--- src/rtl/fetch_ctrl_pkg.sv ---
// fetch_ctrl_pkg -- shared types and constants for the instruction-fetch controller.
//   fetch_state_t : controller state encoding
//   INSN_BYTES    : PC increment per fetched word
//   FQ_DEPTH      : number of entries in the fetch queue toward IF/ID
//   occ_after_pop : queue occupancy once this cycle's pop is taken into account
package fetch_ctrl_pkg;

  typedef enum logic [2:0] {
    ST_IDLE  = 3'd0,
    ST_FETCH = 3'd1,
    ST_WAIT  = 3'd2,
    ST_DRAIN = 3'd3,
    ST_HALT  = 3'd4
  } fetch_state_t;

  localparam int unsigned INSN_BYTES = 4;
  localparam int unsigned FQ_DEPTH   = 2;
  localparam int unsigned FQ_CNT_W   = 2;

  localparam logic [FQ_CNT_W-1:0] FQ_EMPTY = 2'd0;
  localparam logic [FQ_CNT_W-1:0] FQ_ONE   = 2'd1;
  localparam logic [FQ_CNT_W-1:0] FQ_FULL  = 2'd2;

  function automatic logic [FQ_CNT_W-1:0] occ_after_pop(
    input logic [FQ_CNT_W-1:0] occ,
    input logic                pop
  );
    return occ - {1'b0, pop};
  endfunction

endpackage

--- src/rtl/fetch_skid_fifo.sv ---
// fetch_skid_fifo -- 2-entry {pc, instr} queue between the fetch port and IF/ID.
// Entry 0 is always the head; a pop shifts entry 1 down. Clear wins over push.
// Ports:
//   clk, rst               clock, synchronous active-high reset
//   push, push_pc/instr    write a new entry (ignored when full without a pop)
//   pop                    drop the head entry (ignored when empty)
//   clear                  empty the queue
//   count                  occupancy 0..2
//   head_valid/pc/instr    head entry (registered)
module fetch_skid_fifo
  import fetch_ctrl_pkg::*;
#(
  parameter int unsigned PC_W = 32
) (
  input  logic                clk,
  input  logic                rst,
  input  logic                push,
  input  logic                pop,
  input  logic                clear,
  input  logic [PC_W-1:0]     push_pc,
  input  logic [31:0]         push_instr,
  output logic [FQ_CNT_W-1:0] count,
  output logic                head_valid,
  output logic [PC_W-1:0]     head_pc,
  output logic [31:0]         head_instr
);

  logic [PC_W-1:0]     slot_pc    [FQ_DEPTH];
  logic [31:0]         slot_instr [FQ_DEPTH];
  logic [FQ_CNT_W-1:0] count_q;
  logic                do_push;
  logic                do_pop;

  // Qualify requests: a push into a full queue is only legal alongside a pop.
  always_comb begin
    do_pop  = pop && (count_q != FQ_EMPTY);
    do_push = push && ((count_q != FQ_FULL) || do_pop);
  end

  // Storage and occupancy update.
  always_ff @(posedge clk) begin
    if (rst) begin
      count_q       <= FQ_EMPTY;
      slot_pc[0]    <= {PC_W{1'b0}};
      slot_pc[1]    <= {PC_W{1'b0}};
      slot_instr[0] <= 32'h0;
      slot_instr[1] <= 32'h0;
    end else if (clear) begin
      count_q <= FQ_EMPTY;
    end else begin
      case ({do_push, do_pop})
        2'b10: begin
          // count_q is 0 or 1 here, so its LSB selects the free slot
          slot_pc[count_q[0]]    <= push_pc;
          slot_instr[count_q[0]] <= push_instr;
          count_q                <= count_q + FQ_ONE;
        end
        2'b01: begin
          slot_pc[0]    <= slot_pc[1];
          slot_instr[0] <= slot_instr[1];
          count_q       <= count_q - FQ_ONE;
        end
        2'b11: begin
          if (count_q == FQ_FULL) begin
            slot_pc[0]    <= slot_pc[1];
            slot_instr[0] <= slot_instr[1];
            slot_pc[1]    <= push_pc;
            slot_instr[1] <= push_instr;
          end else begin
            slot_pc[0]    <= push_pc;
            slot_instr[0] <= push_instr;
          end
        end
        default: begin
          count_q <= count_q;
        end
      endcase
    end
  end

  assign count      = count_q;
  assign head_valid = (count_q != FQ_EMPTY);
  assign head_pc    = slot_pc[0];
  assign head_instr = slot_instr[0];

endmodule

--- src/rtl/fetch_ctrl.sv ---
// fetch_ctrl -- instruction-fetch controller: owns the PC, issues one word fetch
// at a time over imem req/ack, and buffers returned words in a 2-entry queue.
// Optional feature macro: FETCH_CTRL_PERF_EN adds perf_fetch_o / perf_stall_o.
// Ports:
//   clk_i, rst_i                    clock, synchronous active-high reset
//   start_i, halt_i                 begin/resume and stop issuing fetches
//   stall_i                         decode back-pressure; head entry held
//   redirect_i, redirect_pc_i       taken branch/jump from EX
//   imem_req_o, imem_addr_o         fetch request and address
//   imem_ack_i, imem_rdata_i        one-cycle data-valid pulse and word
//   if_valid_o, if_instr_o, if_pc_o queue head toward IF/ID
//   flush_o                         squash IF/ID and ID/EX (combinational)
//   pc_o                            next address to be issued
//   perf_fetch_o, perf_stall_o      push / stall-cycle counters (macro only)
module fetch_ctrl
  import fetch_ctrl_pkg::*;
#(
  parameter int unsigned      PC_W     = 32,
  parameter logic [PC_W-1:0]  RESET_PC = {PC_W{1'b0}}
) (
  input  logic            clk_i,
  input  logic            rst_i,
  input  logic            start_i,
  input  logic            halt_i,
  input  logic            stall_i,
  input  logic            redirect_i,
  input  logic [PC_W-1:0] redirect_pc_i,
  output logic            imem_req_o,
  output logic [PC_W-1:0] imem_addr_o,
  input  logic            imem_ack_i,
  input  logic [31:0]     imem_rdata_i,
  output logic            if_valid_o,
  output logic [31:0]     if_instr_o,
  output logic [PC_W-1:0] if_pc_o,
  output logic            flush_o,
`ifdef FETCH_CTRL_PERF_EN
  output logic [31:0]     perf_fetch_o,
  output logic [31:0]     perf_stall_o,
`endif
  output logic [PC_W-1:0] pc_o
);

  fetch_state_t        state;
  fetch_state_t        next_state;
  logic [PC_W-1:0]     pc_q;
  logic [PC_W-1:0]     addr_q;
  logic                halt_pend;
  logic [FQ_CNT_W-1:0] count;
  logic [FQ_CNT_W-1:0] count_after;
  logic                pop;
  logic                push;
  logic                clear;
  logic                issue;
  logic [PC_W-1:0]     redirect_target;

  // Low two bits of the target are forced to zero (word-aligned fetch).
  assign redirect_target = redirect_pc_i & ~{{(PC_W-2){1'b0}}, 2'b11};
  assign pop             = if_valid_o && !stall_i;
  assign count_after     = occ_after_pop(count, pop);
  assign flush_o         = redirect_i;
  assign pc_o            = pc_q;

  fetch_skid_fifo #(
    .PC_W (PC_W)
  ) u_fifo (
    .clk        (clk_i),
    .rst        (rst_i),
    .push       (push),
    .pop        (pop),
    .clear      (clear),
    .push_pc    (imem_addr_o),
    .push_instr (imem_rdata_i),
    .count      (count),
    .head_valid (if_valid_o),
    .head_pc    (if_pc_o),
    .head_instr (if_instr_o)
  );

  // State register.
  always_ff @(posedge clk_i) begin
    if (rst_i) begin
      state <= ST_IDLE;
    end else begin
      state <= next_state;
    end
  end

  // Next-state logic; redirect outranks halt, which outranks issue.
  always_comb begin
    next_state = state;
    case (state)
      ST_IDLE: begin
        if (!redirect_i && start_i) next_state = ST_FETCH;
        else                        next_state = ST_IDLE;
      end
      ST_FETCH: begin
        // Nothing is ever outstanding in FETCH: an unacked issue moves to WAIT.
        if (redirect_i)                  next_state = ST_FETCH;
        else if (halt_i)                 next_state = ST_HALT;
        else if (issue && !imem_ack_i)   next_state = ST_WAIT;
        else                             next_state = ST_FETCH;
      end
      ST_WAIT: begin
        if (redirect_i) begin
          if (imem_ack_i) next_state = ST_FETCH;
          else            next_state = ST_DRAIN;
        end else if (imem_ack_i) begin
          if (halt_pend || halt_i) next_state = ST_HALT;
          else                     next_state = ST_FETCH;
        end else begin
          next_state = ST_WAIT;
        end
      end
      ST_DRAIN: begin
        // A redirect here only retargets pc_q; the stale word is still awaited.
        if (imem_ack_i) next_state = ST_FETCH;
        else            next_state = ST_DRAIN;
      end
      ST_HALT: begin
        if (!redirect_i && start_i) next_state = ST_FETCH;
        else                        next_state = ST_HALT;
      end
      default: begin
        next_state = ST_IDLE;
      end
    endcase
  end

  // Output/control decode: memory port, queue push and clear.
  always_comb begin
    imem_req_o  = 1'b0;
    imem_addr_o = addr_q;
    issue       = 1'b0;
    push        = 1'b0;
    clear       = 1'b0;
    case (state)
      ST_FETCH: begin
        imem_addr_o = pc_q;
        if (redirect_i) begin
          clear = 1'b1;
        end else if (halt_i) begin
          issue = 1'b0;
        end else if (count_after < FQ_FULL) begin
          // Room for the returning word even if decode keeps stalling.
          issue      = 1'b1;
          imem_req_o = 1'b1;
          push       = imem_ack_i;
        end else begin
          issue = 1'b0;
        end
      end
      ST_WAIT: begin
        imem_req_o = 1'b1;
        if (redirect_i) clear = 1'b1;
        else            push  = imem_ack_i;
      end
      ST_DRAIN: begin
        imem_req_o = 1'b1;
      end
      ST_HALT: begin
        if (redirect_i) clear = 1'b1;
        else            clear = 1'b0;
      end
      ST_IDLE: begin
        imem_req_o = 1'b0;
      end
      default: begin
        imem_req_o = 1'b0;
      end
    endcase
  end

  // PC, in-flight address and pending-halt registers.
  always_ff @(posedge clk_i) begin
    if (rst_i) begin
      pc_q      <= RESET_PC;
      addr_q    <= RESET_PC;
      halt_pend <= 1'b0;
    end else begin
      if (redirect_i) begin
        pc_q <= redirect_target;
      end else if (issue) begin
        pc_q   <= pc_q + PC_W'(INSN_BYTES);
        addr_q <= pc_q;
      end
      // A halt seen while a fetch is in flight is remembered until the ack.
      halt_pend <= (state == ST_WAIT) && !redirect_i && !imem_ack_i &&
                   (halt_pend || halt_i);
    end
  end

`ifdef FETCH_CTRL_PERF_EN
  logic [31:0] perf_fetch_q;
  logic [31:0] perf_stall_q;

  // Free-running performance counters; wrap naturally at 2^32.
  always_ff @(posedge clk_i) begin
    if (rst_i) begin
      perf_fetch_q <= 32'h0;
      perf_stall_q <= 32'h0;
    end else begin
      if (push) perf_fetch_q <= perf_fetch_q + 32'd1;
      if (if_valid_o && stall_i) perf_stall_q <= perf_stall_q + 32'd1;
    end
  end

  assign perf_fetch_o = perf_fetch_q;
  assign perf_stall_o = perf_stall_q;
`endif

endmodule

--- config.mk ---
export PLATFORM = sky130hd
export DESIGN_NAME = fetch_ctrl
export DESIGN_NICKNAME = d
export VERILOG_FILES = /design/src/rtl/fetch_ctrl_pkg.sv /design/src/rtl/fetch_skid_fifo.sv /design/src/rtl/fetch_ctrl.sv
export SDC_FILE = /design/constraint.sdc
export NUM_CORES = 1
export LEC_CHECK = 0
export ABC_AREA = 1
export BUFFER_PORTS_ARGS = -buffer_cell sky130_fd_sc_hd__buf_2
export CORE_MARGIN = 3
export CORE_UTILIZATION = 55
export CTS_CLUSTER_DIAMETER = 200
export DETAILED_ROUTE_END_ITERATION = 8
export PLACE_DENSITY = 0.82
export SYNTH_ARGS = -nofsm -noshare
export SYNTH_HDL_FRONTEND = slang
export SYNTH_SLANG_ARGS = --single-unit
export TNS_END_PERCENT = 10
--- constraint.sdc ---
create_clock -name clk_i -period 5.9 [get_ports clk_i]
set_input_delay 0.885 -clock clk_i [delete_from_list [all_inputs] [get_ports clk_i]]
set_output_delay 0.885 -clock clk_i [all_outputs]
set_load 0.005 [all_outputs]
Yosys cells after proc, flatten, opt, wreduce, memory -nomap -nowiden
Memories as Yosys holds them, arrays and structs flattened.
Index checks and enable logic that the tools add are counted.
- input port bits: 71
- memories kept: 2
- bits in writable memories: 128
- bits in registers: 70
- output and inout port bits: 131
- memories (name ; depth ; width ; read ports ; clocked after memory_dff ; write ports ; RTL line ; text):
    u_fifo.slot_instr ; 2 ; 32 ; 2 ; 0 ; 2 ; fetch_skid_fifo.sv:29 ; logic [31:0] slot_instr [FQ_DEPTH];
    u_fifo.slot_pc ; 2 ; 32 ; 2 ; 0 ; 2 ; fetch_skid_fifo.sv:28 ; logic [PC_W-1:0] slot_pc [FQ_DEPTH];
- add/sub/neg operators: 4
- mux-type cells: 60
- bitwise operators: 9
- reduce and logical (&&, ||, !) cells: 24
- order comparisons: 1
- eq/ne operators: 9
- operators by type and width (kind ; count):
    $mux W32 ; 13
    $reduce_or A32 Y1 ; 2
    $mux W1 ; 35
    $add A32 B3 Y32 const B ; 1
    $mux W3 ; 6
    $pmux W3 S5 ; 1
    $logic_and A1 B1 Y1 ; 8
    $or A1 B1 Y1 ; 8
    $eq A2 B2 Y1 const B ; 3
    $eq A3 B2 Y1 const B ; 2
    $reduce_bool A2 Y1 ; 3
    $reduce_or A2 Y1 ; 3
    $mux W2 ; 2
    $pmux W1 S2 ; 2
    $pmux W2 S2 ; 1
    $eq A3 B1 Y1 const B ; 1
    $eq A3 B3 Y1 const B ; 1
    $logic_not A1 Y1 ; 3
    $logic_not A3 Y1 ; 1
    $reduce_or A3 Y1 ; 1
    $add A2 B1 Y2 const B ; 1
    $eq A2 B1 Y1 const B ; 1
    $logic_or A1 B1 Y1 ; 2
    $lt A2 B2 Y1 const B ; 1
    5 further kinds ; 5

Logic depth before layout (Yosys ltp)
- word-level depth: 18
- mapped depth: 12
- mapped depth without buffers: 11

Modules after synthesis
Synthesis repeated with hierarchy kept, for this count alone.
- cells, all modules: 1126
- area, all modules: 9431.5 um^2
- modules (own cells, without submodules) (module ; area each (um^2) ; cells each ; times used):
    fetch_skid_fifo ; 5641.7 ; 510 ; 1
    fetch_ctrl ; 3789.9 ; 616 ; 1

Worst setup path after synthesis
Ideal clock, no wire load.
- path type: input to register
- from: in redirect_i
- to: mem u_fifo.slot_instr[1][0] (enable)
- stages: 6
- required time: 5401 ps
- data arrival time: 4573 ps
- buffers on the path: 1
- path slack: 829 ps
- cells stage by stage: buf_2 > nor2_1 > nand3_4 > a21oi_1 > nand2_1 > o211ai_1
- RTL lines (item ; RTL line ; text):
    from (decl) ; fetch_ctrl.sv:26 ; input logic redirect_i,
    to (decl) ; fetch_skid_fifo.sv:29 ;

==> summary.md <==
| Metric | Value |
|---|---|
| Status | `complete, no violations` |
| Via count | `about 7500` |
| Post-synth EDFFs | `between 100 and 150` |
| Predominant post-synthesis flop cell | `edfxtp_1` |
| Post-CTS setup buffer count | `0` |
| Rows | `46` |
| Vias in the first global route | `approximately 7000` |
| Syn-to-layout area delta | `17.2%` |
| Fmax | `between 0.2 and 0.3 GHz` |
| Total global routing overflow | `0` |
| Sink Count | `190` |
| Vias per inst | `5.18` |
| Hold Crit Class | `flip-flop to flip-flop` |
| DR pass1 iterations | `5` |
| Worst EP required | `~6000 ps` |
| PortBufs | `193` |
| Worst Path Arrival | `3880 ps` |
| WHS Endpoint | `addr_q[2]$_SDFFE_PP0P_` |
| Worst-path clk slew | `approximately 70 ps` |
| Synth Warn # | `0` |
| Setup TNS Final | `0 ps` |
| Max Cap Violations | `0` |
| Hold Path Cell Cnt | `2` |
| Normalized max-slew margin | `0.311` |
| Critical R2R Capture | `u_fifo.slot_instr[1][22]$_DFFE_PP_` |
| Multi-input gate area | `~0.0033 mm²` |
| Initial Util | `0.569` |
| Critical Setup Path Class | `input pin to flip-flop` |
| Total wire length | `between 20 and 25 mm` |
| DRC | `0` |
| Longest Clk Path Bufs | `2` |
| Maximum vdd drop | `between 200 and 250 µV` |
| Util after Layout | `0.667` |
| Average routed wire per standard cell | `~15 µm` |
| Fraction of registers with async set/reset | `0` |
| Cells after Synth | `between 1000 and 1500` |
| Top-area cell type share of the netlist area | `0.406` |
| # nets final | `roughly 1300` |
| Clk Tree Root Cell | `clkbuf_16` |
| Number of routed nets with antenna violations | `0` |
| Die width | `135 µm` |
| Fraction of layout instances using a drive strength above 1 | `0.248` |
| Crit end category | `flip-flop` |
| Skew final | `slightly above 8 ps` |
| Critical Path Start Type | `input pin` |
| Final setup vio count | `0` |
| Placed wire-length estimate | `15.5 mm` |
| H-tree Lvls | `4` |
| R2R Setup Slk | `2570 ps` |
| Num ports | `about 200` |
| Global-route wire length before repair | `approximately 35 mm` |
| Die area | `around 0.018 mm²` |
| Final-report max-slew violation count | `0` |
| Worst r2r src | `state[1]$_SDFF_PP0_` |
| Slew @ Worst Pin | `around 1000 ps` |
| Fin. Hold Viols | `0` |
| Seq. cell area | `about 0.005 mm²` |
| Reg2reg path depth | `9` |
| CTS tree | `built` |
| Layout filler cell count | `approximately 1300` |
| Synth cell types | `35` |
| Cell Area, Synth | `around 0.0092 mm²` |
| Num CTS Buffers | `17` |
| Initial antenna violation count | `0` |
| Most frequent cells after synthesis | `nand2_1 (270), edfxtp_1 (124), inv_1 (119), nor2_1 (94), o21ai_0 (68)` |
| Syn_area_per_cell | `around 8.7 µm²` |
| Fin crit share | `0.647` |
| Most frequent cell after synthesis | `nand2_1` |
| Final min period | `roughly 3800 ps` |
| RSZ-0062 raised after global routing | `no` |
| Antenna Cells | `0` |
| Starting DRC count in detailed routing | `500` |
| Hold path start | `addr_q[2]$_SDFFE_PP0P_` |
| Yosys reg bits | `190` |
| Die H | `~140 µm` |
| CORE AREA | `~0.016 mm²` |
| Routability congestion estimate from global placement | `0.997` |
| Post-synth top area cell | `edfxtp_1` |
| Worst skew pair latency | `about 440 ps` |
| Synth area leaders | `edfxtp_1 (41%), dfxtp_1 (14%), nand2_1 (11%), a21oi_2 (5.6%), inv_1 (4.9%)` |
| Post-CTS Hold Fix Bufs | `0` |
| Leak | `4.40 nW` |
| Pin count of the biggest net entering global routing | `63` |
| Post-cts resize count | `0` |
| GRT Resource Usage Total | `0.242` |
| Power per Cell Area | `272 mW/mm²` |
| Sequential element share of the synthesized area | `0.551` |
| CP max FO | `a little over 60` |
[registers in the layout, summed over array words and instances (netlist names)]
register,flops
u_fifo.slot_instr,64
pc_o,30
halt_pend,1
addr_q,30
state,3
u_fifo.slot_pc,60
u_fifo.count,2
[kinds of logic (layout without fill, tap and decap cells)]
kind of cell,Yosys count,in the layout,share of synthesized area
buffers and inverters,183,354,0.0896
DFF,190,190,0.551
other,1,6,0.000409
xor gates and xnor gates,8,8,0.00765
and+or+nand+nor,412,412,0.181
AOI/OAI and AO/OA,253,253,0.169
adders and majority gates,1,1,0.00137
[worst max-delay path by stage]
stage,from,to,slack [ps],cells after the start
floorplan,redirect_i,u_fifo.slot_instr[1][0]$_DFFE_PP_,830,6
global placement,rst_i,u_fifo.slot_pc[1][16]$_DFFE_PP_,1640,8
detailed placement,rst_i,u_fifo.slot_pc[1][21]$_DFFE_PP_,1610,8
CTS,rst_i,u_fifo.slot_pc[1][29]$_DFFE_PP_,2060,8
global route,rst_i,u_fifo.slot_pc[1][21]$_DFFE_PP_,1900,8
finish,rst_i,u_fifo.slot_instr[1][22]$_DFFE_PP_,2080,8
[worst max-delay path, stage by stage]
cell and delay, ps:
buf_2 90, buf_4 240, inv_1 790, nand3_1 260
nor2_4 210, nand3_4 430, o211ai_1 250, buf_4 670
[layout by cell type, fill, tap and decap left out]
cell type	synthesis	layout
a211oi_1	12	12
a21oi_1	40	40
a21oi_2	59	59
a22oi_1	1	1
a31oi_1	4	4
buf_2	14	193
buf_4	19	7
bufinv_16	0	2
clkbuf_16	0	17
clkinv_4	0	1
clkinvlp_4	0	1
conb_1	1	6
dfxtp_1	66	66
edfxtp_1	124	124
ha_1	1	1
inv_1	119	119
inv_2	3	3
inv_6	0	5
inv_8	0	6
nand2_1	270	270
nand2_2	1	1
nand2_4	1	1
nand3_1	33	32
nand3_4	2	3
nand3b_1	2	2
nand4_1	1	1
nor2_1	94	94
nor2_2	1	1
nor2_4	2	2
nor3_1	4	4
nor4_1	1	1
o2111a_1	1	1
o211ai_1	5	5
o21ai_0	68	68
o21ai_1	61	61
o21ai_4	0	1
o221ai_1	1	1
xor2_1	8	8
[where the power goes]
group / switching [mW] / internal (mW) / leakage [nW]
combinational: 0.150 / 0.0795 / 2.28
sequential: 0.0342 / 1.47 / 1.82
clock: 0.542 / 0.649 / 0.301
[metrics by stage]
stage | setup WS, ps | area [µm²] | total power [mW] | hold WS [ps] | cells
global placement | 1640 | 10100 | 1.76 | 453 | 1408
global route | 1900 | 10700 | 3.03 | 488 | 1440
detailed placement | 1610 | 10100 | 1.76 | 456 | 1408
CTS | 2060 | 10700 | 2.94 | 467 | 1440
floorplan | 829 | 9180 | 1.66 | 445 | 1053
finish | 2080 | 10700 | 2.92 | 470 | 1440
[layer usage]
metal  up-vias  part of all wire  global-route usage
met5         -                 0                   0
met4         0             0.015              0.0677
met3        30             0.082              0.0507
met2       265              0.47               0.390
met1      3382              0.43               0.336
li1       3784                 -                   -
[final cells by class]
type,count,share of cell area
inverters,122,0.0426
clock inverters,15,0.0175
clock buffers,17,0.0396
multi-input cells,680,0.311
repair buffers,200,0.0948
well taps,216,0.0252
flip-flops and latches,190,0.470
(Power assumes the default switching activity.)
